--- config.mk ---
export PLATFORM = sky130hd
export DESIGN_NAME = fetch_unit_flat
export DESIGN_NICKNAME = d
export VERILOG_FILES = /design/src/rtl/fetch_pkg.sv /design/src/rtl/fetch_if.sv /design/src/rtl/fetch_queue.sv /design/src/rtl/fetch_unit.sv /design/src/flat_wrapper.sv
export SDC_FILE = /design/constraint.sdc
export NUM_CORES = 1
export LEC_CHECK = 0
export CAP_MARGIN = 25
export CELL_PAD_IN_SITES_DETAIL_PLACEMENT = 1
export CELL_PAD_IN_SITES_GLOBAL_PLACEMENT = 1
export CORE_AREA = 2 2 179 181
export CTS_CLUSTER_SIZE = 14
export DETAILED_ROUTE_END_ITERATION = 6
export DIE_AREA = 0 0 181 183
export PLACE_DENSITY = 0.73
export RECOVER_POWER = 25
export SETUP_SLACK_MARGIN = 0.4
export SKIP_CTS_REPAIR_TIMING = 1
export SYNTH_ARGS = -nofsm -noshare
export SYNTH_HDL_FRONTEND = slang
export SYNTH_SLANG_ARGS = --single-unit
--- constraint.sdc ---
create_clock -name i_clk -period 3.5 [get_ports i_clk]
set_input_delay 1.05 -clock i_clk [delete_from_list [all_inputs] [get_ports i_clk]]
set_output_delay 1.05 -clock i_clk [all_outputs]
set_load 0.03 [all_outputs]
--- src/rtl/fetch_pkg.sv ---
// Shared types and constants for the RV32 instruction fetch front end.
package fetch_pkg;

    localparam int unsigned INST_BYTES = 4;
    localparam logic [31:0] NOP_INST   = 32'h0000_0013;

    typedef struct packed {
        logic [31:0] pc;
        logic [31:0] inst;
    } entry_t;

    typedef enum logic [1:0] {
        RUN   = 2'd0,
        FLUSH = 2'd1,
        HALT  = 2'd2
    } state_e;

endpackage

--- src/rtl/fetch_if.sv ---
// Memory and decode-side signal bundle of the fetch unit.
// o_misalign exists only when FETCH_ALIGN_CHECK_EN is defined.
interface fetch_if;

    logic        o_mem_req;
    logic [31:0] o_mem_addr;
    logic        i_mem_ack;
    logic [31:0] i_mem_rdata;
    logic        o_inst_valid;
    logic [31:0] o_inst;
    logic [31:0] o_inst_pc;
    logic        i_inst_ready;
    logic        i_redirect;
    logic [31:0] i_redirect_pc;
`ifdef FETCH_ALIGN_CHECK_EN
    logic        o_misalign;

    modport master (
        output o_mem_req, o_mem_addr, o_inst_valid, o_inst, o_inst_pc, o_misalign,
        input  i_mem_ack, i_mem_rdata, i_inst_ready, i_redirect, i_redirect_pc
    );
    modport slave (
        input  o_mem_req, o_mem_addr, o_inst_valid, o_inst, o_inst_pc, o_misalign,
        output i_mem_ack, i_mem_rdata, i_inst_ready, i_redirect, i_redirect_pc
    );
`else
    modport master (
        output o_mem_req, o_mem_addr, o_inst_valid, o_inst, o_inst_pc,
        input  i_mem_ack, i_mem_rdata, i_inst_ready, i_redirect, i_redirect_pc
    );
    modport slave (
        input  o_mem_req, o_mem_addr, o_inst_valid, o_inst, o_inst_pc,
        output i_mem_ack, i_mem_rdata, i_inst_ready, i_redirect, i_redirect_pc
    );
`endif

endinterface

--- src/rtl/fetch_queue.sv ---
// Prefetch FIFO of {pc, inst} entries; flush wins over push, head reads as zero when empty.
module fetch_queue
    import fetch_pkg::*;
#(
    parameter int DEPTH = 4
) (
    input  logic                     clk_i,
    input  logic                     rst_ni,
    input  logic                     flush_i,
    input  logic                     push_i,
    input  entry_t                   push_entry_i,
    input  logic                     pop_i,
    output logic [$clog2(DEPTH):0]   count_o,
    output logic                     head_valid_o,
    output entry_t                   head_o
);

    localparam int AW = $clog2(DEPTH);
    localparam logic [AW:0] FULL = (AW+1)'(DEPTH);

    entry_t          mem_q [DEPTH];
    logic [AW-1:0]   rd_ptr_q, wr_ptr_q;
    logic [AW:0]     count_q;
    logic            do_push, do_pop;

    assign do_pop  = pop_i && (count_q != '0) && !flush_i;
    assign do_push = push_i && !flush_i && ((count_q != FULL) || do_pop);

    always_ff @(posedge clk_i) begin
        if (!rst_ni || flush_i) begin
            rd_ptr_q <= '0;
            wr_ptr_q <= '0;
            count_q  <= '0;
        end else begin
            if (do_push) wr_ptr_q <= wr_ptr_q + 1'b1;
            if (do_pop)  rd_ptr_q <= rd_ptr_q + 1'b1;
            case ({do_push, do_pop})
                2'b10:   count_q <= count_q + 1'b1;
                2'b01:   count_q <= count_q - 1'b1;
                default: count_q <= count_q;
            endcase
        end
    end

    // Storage is data only; occupancy tracking alone decides what is visible.
    always_ff @(posedge clk_i) begin
        if (do_push) mem_q[wr_ptr_q] <= push_entry_i;
    end

    assign count_o      = count_q;
    assign head_valid_o = (count_q != '0);
    assign head_o       = head_valid_o ? mem_q[rd_ptr_q] : '0;

endmodule

--- src/rtl/fetch_unit.sv ---
// RV32 fetch front end: PC sequencing, single-outstanding memory reads, prefetch queue, redirects.
// Optional misaligned-redirect trap and HALT state under FETCH_ALIGN_CHECK_EN.
module fetch_unit
    import fetch_pkg::*;
#(
    parameter int          DEPTH    = 4,
    parameter logic [31:0] RESET_PC = 32'h0000_0000
) (
    input logic      i_clk,
    input logic      i_rst_n,
    fetch_if.master  bus
);

    localparam int CW = $clog2(DEPTH) + 1;
    localparam logic [CW-1:0] FULL = CW'(DEPTH);
    localparam logic [1:0] S_RUN   = RUN;
    localparam logic [1:0] S_FLUSH = FLUSH;
    localparam logic [1:0] S_HALT  = HALT;

    logic [1:0]    state_q, state_d;
    logic [31:0]   fetch_pc_q, fetch_pc_d;
    logic [31:0]   addr_q, addr_d;
    logic          req_q, req_d;
    logic          misalign_q, misalign_d;
    logic [CW-1:0] count;
    logic          head_valid;
    entry_t        head, push_entry;
    logic          issue, mem_req, ack, push, pop;
    logic [31:0]   target;
    logic          tgt_bad;
    logic [1:0]    resume_st;

`ifdef FETCH_ALIGN_CHECK_EN
    assign target     = bus.i_redirect_pc;
    assign tgt_bad    = |bus.i_redirect_pc[1:0];
    assign resume_st  = misalign_q ? S_HALT : S_RUN;
    assign bus.o_misalign = misalign_q;
`else
    logic unused_redirect_lsb;
    assign unused_redirect_lsb = ^bus.i_redirect_pc[1:0];
    assign target     = {bus.i_redirect_pc[31:2], 2'b00};
    assign tgt_bad    = 1'b0;
    assign resume_st  = S_RUN;
`endif

    // A new read starts only with no read in flight, so count < DEPTH guarantees room for its ack.
    assign issue   = i_rst_n && (state_q == S_RUN) && !req_q && !bus.i_redirect && (count < FULL);
    assign mem_req = i_rst_n && (req_q || issue);
    assign ack     = mem_req && bus.i_mem_ack;
    assign push    = ack && (state_q == S_RUN) && !bus.i_redirect;
    assign pop     = head_valid && bus.i_inst_ready;

    assign push_entry = '{pc: (req_q ? addr_q : fetch_pc_q), inst: bus.i_mem_rdata};

    assign bus.o_mem_req    = mem_req;
    assign bus.o_mem_addr   = req_q ? addr_q : fetch_pc_q;
    assign bus.o_inst_valid = head_valid;
    assign bus.o_inst       = head.inst;
    assign bus.o_inst_pc    = head.pc;

    always_comb begin
        state_d    = state_q;
        fetch_pc_d = fetch_pc_q;
        addr_d     = addr_q;
        req_d      = req_q;
        misalign_d = misalign_q;

        if (ack) begin
            req_d = 1'b0;
        end else if (issue) begin
            req_d  = 1'b1;
            addr_d = fetch_pc_q;
        end

        if (push) fetch_pc_d = fetch_pc_q + 32'(INST_BYTES);

        if ((state_q == S_FLUSH) && ack) state_d = resume_st;

        // Redirect overrides everything; a still-pending stale read must drain through FLUSH.
        if (bus.i_redirect) begin
            fetch_pc_d = target;
            misalign_d = tgt_bad;
            if (req_q && !ack)  state_d = S_FLUSH;
            else if (tgt_bad)   state_d = S_HALT;
            else                state_d = S_RUN;
        end
    end

    always_ff @(posedge i_clk) begin
        if (!i_rst_n) begin
            state_q    <= S_RUN;
            fetch_pc_q <= RESET_PC;
            req_q      <= 1'b0;
            misalign_q <= 1'b0;
        end else begin
            state_q    <= state_d;
            fetch_pc_q <= fetch_pc_d;
            req_q      <= req_d;
            misalign_q <= misalign_d;
        end
    end

    always_ff @(posedge i_clk) begin
        addr_q <= addr_d;
    end

    fetch_queue #(.DEPTH(DEPTH)) u_queue (
        .clk_i        (i_clk),
        .rst_ni       (i_rst_n),
        .flush_i      (bus.i_redirect),
        .push_i       (push),
        .push_entry_i (push_entry),
        .pop_i        (pop),
        .count_o      (count),
        .head_valid_o (head_valid),
        .head_o       (head)
    );

endmodule

--- src/flat_wrapper.sv ---
// flat-port wrapper written by rule: the top's interface ports become plain ports
module fetch_unit_flat import fetch_pkg::*;
#(
    parameter int          DEPTH    = 4,
    parameter logic [31:0] RESET_PC = 32'h0000_0000
)
  (i_clk, i_rst_n, bus_o_mem_req, bus_o_mem_addr, bus_o_inst_valid, bus_o_inst, bus_o_inst_pc, bus_i_mem_ack, bus_i_mem_rdata, bus_i_inst_ready, bus_i_redirect, bus_i_redirect_pc);
  fetch_if bus_i ();
  input logic i_clk;
  input logic i_rst_n;
  output wire logic [$bits(bus_i.o_mem_req)-1:0] bus_o_mem_req;
  output wire logic [$bits(bus_i.o_mem_addr)-1:0] bus_o_mem_addr;
  output wire logic [$bits(bus_i.o_inst_valid)-1:0] bus_o_inst_valid;
  output wire logic [$bits(bus_i.o_inst)-1:0] bus_o_inst;
  output wire logic [$bits(bus_i.o_inst_pc)-1:0] bus_o_inst_pc;
  input wire logic [$bits(bus_i.i_mem_ack)-1:0] bus_i_mem_ack;
  input wire logic [$bits(bus_i.i_mem_rdata)-1:0] bus_i_mem_rdata;
  input wire logic [$bits(bus_i.i_inst_ready)-1:0] bus_i_inst_ready;
  input wire logic [$bits(bus_i.i_redirect)-1:0] bus_i_redirect;
  input wire logic [$bits(bus_i.i_redirect_pc)-1:0] bus_i_redirect_pc;
  assign bus_o_mem_req = bus_i.o_mem_req;
  assign bus_o_mem_addr = bus_i.o_mem_addr;
  assign bus_o_inst_valid = bus_i.o_inst_valid;
  assign bus_o_inst = bus_i.o_inst;
  assign bus_o_inst_pc = bus_i.o_inst_pc;
  assign bus_i.i_mem_ack = bus_i_mem_ack;
  assign bus_i.i_mem_rdata = bus_i_mem_rdata;
  assign bus_i.i_inst_ready = bus_i_inst_ready;
  assign bus_i.i_redirect = bus_i_redirect;
  assign bus_i.i_redirect_pc = bus_i_redirect_pc;
  fetch_unit #(.DEPTH(DEPTH), .RESET_PC(RESET_PC)) u_core (.i_clk(i_clk), .i_rst_n(i_rst_n), .bus(bus_i));
endmodule
# --- After elaboration in Yosys (flattened, before gate mapping) ---
# Memories as Yosys holds them, arrays and structs flattened. A register that Yosys moved wholly into a read port is not among the register bits.
# Index checks and enable logic that the tools add are counted.
totals:
  in_bits: 69
  word_cells: 63
  n_memories: 1
  reg_bits: 74
  ramBits: 256
classes:
  n_eq_ne: 4
  add_sub_neg: 5
  reduce_logical: 30
  bitwise_logic: 2
  n_lt_le_gt_ge: 1
  muxes: 12
mem_list:
  columns: ["name", "words", "word_bits", "read_ports", "rd_clocked_by_memory_dff", "wr", "line_no", "source"]
  rows:
  - ["u_core.u_queue.mem_q", 4, 64, 1, 1, 1, "fetch_queue.sv:21", "entry_t mem_q [DEPTH];"]
op_table:
  columns: ["operator", "n"]
  rows:
  - ["2-to-1 mux 32 bit", 3]
  - ["2-to-1 mux 64 bit", 1]
  - ["adder 32 x 3 -> 32 bit (second input constant)", 1]
  - ["logical AND 1 bit", 15]
  - ["2-to-1 mux 2 bit", 4]
  - ["one-hot mux 3 bit (2 select lines)", 1]
  - ["nonzero test 2 bit", 3]
  - ["adder 2 x 1 -> 2 bit (second input constant)", 2]
  - ["equality test 2 x 1 -> 1 bit (second input constant)", 2]
  - ["zero test 1 bit", 4]
  - ["OR reduction 2 bit", 2]
  - ["adder 3 x 1 -> 3 bit (second input constant)", 1]
  - ["logical OR 1 bit", 3]
  - ["less-than comparator 3 bit (second input constant)", 1]
  - ["2-to-1 mux 1 bit", 3]
  - ["!= test 3 bit (second input constant)", 1]
  - ["nonzero test 3 bit", 1]
  - ["subtractor 3 x 1 -> 3 bit (second input constant)", 1]
  - ["equality test 2 bit (second input constant)", 1]
  - ["zero test 2 bit", 1]
  - ["NOT 1 bit", 2]
  - ["AND reduction 2 bit", 1]

# --- Longest topological paths before layout ---
logic_depth:
  word_depth: 14
  depth_mapped: 9

# --- By module ---
# Synthesis repeated with hierarchy kept, for this count alone.
hier_totals:
  hier_cells: 786
  area_unflattened_um2: 13326.5
modules_own_cells:
  columns: ["mod", "instances", "area_each_um2", "seq_area_each_um2", "cells_each"]
  rows:
  - ["fetch_queue", 1, 10146.0, 7867.5, 463]
  - ["fetch_unit", 1, 3180.6, 1541.5, 323]

# --- Worst setup path after synthesis ---
# No wires, ideal clock.
synth_timing:
  path_type: "input to register"
  startpoint: "input port i_rst_n"
  endpoint: "memory u_core.u_queue.mem_q[1][0] in the netlist's numbering, enable pin"
  cell_stages: 4
  path_slack_ns: -0.189
  t_arrival_ns: 3.262
  required_ns: 3.074
  path_buffers: 1
  setup_ns: 0.426
  cell_sequence: "buf_4 nand2_1 nor4b_4 and2_1"
synth_between:
  elab_chain_len: 13
synth_lines:
  columns: ["item", "line_no", "source"]
  rows:
  - ["start: declaration", "flat_wrapper.sv:10", "input logic i_rst_n;"]
  - ["logical AND 1 bit (4 in series)", "fetch_unit.sv:47", "assign issue = i_rst_n && (state_q == S_RUN) && !req_q && !bus.i_redirect && (count < FULL);"]
  - ["logical OR 1 bit", "fetch_unit.sv:48", "assign mem_req = i_rst_n && (req_q || issue);"]
  - ["logical AND 1 bit (*)", "fetch_unit.sv:48", null]
  - ["logical AND 1 bit (*)", "fetch_unit.sv:49", "assign ack = mem_req && bus.i_mem_ack;"]
  - ["logical AND 1 bit (*) (2 in series)", "fetch_unit.sv:50", "assign push = ack && (state_q == S_RUN) && !bus.i_redirect;"]
  - ["logical AND 1 bit (*) (2 in series)", "fetch_queue.sv:27", "assign do_push = push_i && !flush_i && ((count_q != FULL) || do_pop);"]
  - ["2-to-1 mux 1 bit (*)", "fetch_queue.sv:47", "if (do_push) mem_q[wr_ptr_q] <= push_entry_i;"]
  - ["2-to-1 mux 1 bit (implied by the code) (*)", "fetch_queue.sv:47", null]
  - ["end: declaration", "fetch_queue.sv:21", null]
# Every way passes the cells marked *; elsewhere a longest branch is shown, timed or not.

==> impl_metrics.toml <==
[placement]
portBuffers = 160
placed_cell_area_um2 = 15490
place_congestion = 0.7789
dp_hpwl_um = 19420

[synthesis]
synthSimpleGateAreaFrac = 0.08259
synthArstFlopShare = 0
synth.distinct_cells = 49
ys.flop_type = "edfxtp_1"
yosysMostFrequentCell = "edfxtp_1"
avgSynthCellArea_um2 = 17.27
synth-edff-count = 278
ys_ff_latch = 319
yosys.area.top_type_share = 0.6438
synth_cells = 751
synth_top_family_by_area = "multiplexers"
synth_xor_area_frac = 0.02161
yosys.area_share.adder = 0.006368
ys_top_cells_by_area = "edfxtp_1 (64%), mux4_2 (11%), dfxtp_1 (6.3%), and2_1 (3.3%), mux2_2 (2.3%)"
synthMuxAreaShare = 0.1336
ys_warn_count = 0
ys_top_cells_by_count = "edfxtp_1 (278), and2_1 (69), mux4_2 (62)"
yosysSeqAreaShare = 0.7071
synth_compound_area_frac = 0.02933
yosysTopAreaCell = "edfxtp_1"
synth_area_um2 = 12970

[clock_network]
cts_tree = "built"
h-tree-depth = 2
root_buffer = "clkbuf_16"
cts.sinks = 319
clk_path_buf_depth = 3
cts_buffers = 35
clk_pin_slew_ns = 0.06
insertion_delay_ns = 0.50

[die]
die_y_um = 183
die_area_um2 = 33120
rows = 65
ioPinCount = 167
core-area_um2 = 31230
start_util = 0.4152
die_x_um = 181

[critical_path]
cpPeakStageDelay_ns = 0.48
cp.required_ns = 2.45
r2r_cells = 8
critPathLaunchType = "register"
path_class = "reg2out"
path_cells = "buf_6 > buf_12 > mux4_2 > and2_1 > dlymetal6s2s_1"
crit_fanout = 6
arrival_ns = 2.13
crit_path_end_kind = "output port"
cp_slowest_cell = "mux4_2"

[pwr]
power_per_cell_area_nw_per_um2 = 499.7
vdd.ir_drop.worst_mv = 0.2704
leakagePower_nw = 5.837

[sta]
skew_ns = 0.01117
relSlewSlack = 0.5599
hold_viol = 0
finalCritPeriodShare = 0.9094
layout_min_cycle_time_ns = 3.183
rsz0062_at_grt = "true"
setup_viol = 0
tightest_slew_ns = 0.6532
max_freq_mhz = 314.2
drv_slew = 0

[global_routing]
overflow = 0
antenna_found_initial = 1
grt_pass1_wl_um = 46260
grt_start_max_net_pins = 47
grt_pass1_vias = 7937
grt_use_total = 0.1827

[route]
avgViaCountPerCell = 5.316
first_iter_violations = 410
drcViolationCount = 0
vias = 7325
routedWlPerCell_um = 22.66
wl_um = 31230
dr.pass1.iters = 4
detail-route-antenna-nets = 0

[final_layout]
areaGrowthSynthToFinish_pct = 31.16
finalCoreUtilization = 0.5446
drive_above_1_share = 0.3227
n_fill_cell = 2883
final_area_um2 = 17010
antenna_cells = 0
fin_nets = 1027

[outcome]
outcome = "finished clean"

[hold_path]
min_path_cells = 0
hold_path_class = "reg2reg"

[flow_run]
drv_cap = 0
==> path summary, 6_finish.rpt <==
path                              from                        end  slack [ns]
max                           register          bus_o_inst_pc[14]        0.32
min reg2reg      u_core.fetch_pc_q[30]          u_core.addr_q[30]        0.49
min              u_core.fetch_pc_q[30]          u_core.addr_q[30]        0.49
max reg2reg  u_core.u_queue.count_o[2]  u_core.u_queue.count_o[2]        1.14
==> where the power goes <==
group | total, W | switching [W] | internal, W
clock | 0.00355 | 0.00142 | 0.00213
combinational | 0.000683 | 0.000367 | 0.000316
sequential | 0.00427 | 0.0000553 | 0.00421
total | 0.00850 | 0.00184 | 0.00666
==> state kept, by name (all words and copies together), names as in the netlist, named ones only <==
name                     count
u_core.addr_q               30
u_core.fetch_pc_q           30
u_core.req_q                 1
u_core.state_q               1
u_core.u_queue.count_o       3
u_core.u_queue.mem_q       248
u_core.u_queue.rd_ptr_q      2
u_core.u_queue.wr_ptr_q      2
==> stage by stage <==
stage               setup TNS [ns]  hold WS, ns  total power [W]  cells  worst slack (ns)
finish                           0       0.4870         0.008499   1378            0.3173
global route                     0       0.5165         0.008765   1378            0.2396
CTS                         -4.682       0.4880         0.008574   1364           -0.1461
detailed placement               0       0.4741         0.005021   1303            0.2422
global placement                 0       0.4623         0.005002   1303            0.2799
floorplan                        0       0.4511         0.004666    754            0.4689
==> critical path, delay by kind of cell, from the launching register on <==
kind / cells / cell delay (ns)
simple gates: 1 / 0.16
flops: 1 / 0.42
buf+inv: 3 / 0.56
mux: 1 / 0.48
==> placed cells by master, fill, tap and decap left out, drive strengths merged, types with 3 or more instances in the layout <==
cell type / n
a21oi: 19
and2: 70
and3: 4
and4: 6
buf: 119
clkbuf: 58
clkdlybuf4s50: 41
clkinv: 12
conb: 4
dfxtp: 41
dlygate4sd3: 24
dlymetal6s2s: 9
edfxtp: 278
ha: 5
inv: 9
mux2: 27
mux4: 62
nand2: 32
nand3: 15
nand4: 7
nor2: 16
nor2b: 3
nor3: 15
nor4: 7
nor4b: 3
o211a: 3
o21a: 3
o21ai: 32
o2bb2ai: 4
xnor2: 25
xor2: 7
==> logic make-up (layout without fill, tap and decap cells) <==
group                    Yosys count  after routing
AO/OA/AOI/OAI                     65             65
adder cells (fa/ha/maj)            6              6
flip-flops                       319            319
buffers and inverters             54            276
multiplexers                      91             91
XOR/XNOR                          32             32
other                              1              4
AND/OR/NAND/NOR                  183            183
==> layout make-up <==
class	instances	area [µm²]	area share
clock buffers	45	985.9	0.05797
clock inverters	16	125.1	0.007357
inverters	9	33.78	0.001986
multi-input cells	381	3671	0.2158
flip-flops and latches	319	9181	0.5398
well taps	402	503.0	0.02957
repair buffers	206	2507	0.1474
==> metal layers <==
| metal | vias up | wire length, µm | track usage |
|---|---|---|---|
| met5 | - | 0 | 0 |
| met4 | 0 | 604 | 0.04455 |
| met3 | 43 | 1442 | 0.03356 |
| met2 | 194 | 15610 | 0.3140 |
| met1 | 3778 | 13570 | 0.2426 |
| li1 | 3310 | - | - |
Note: power is estimated with default switching activity, not from simulation.
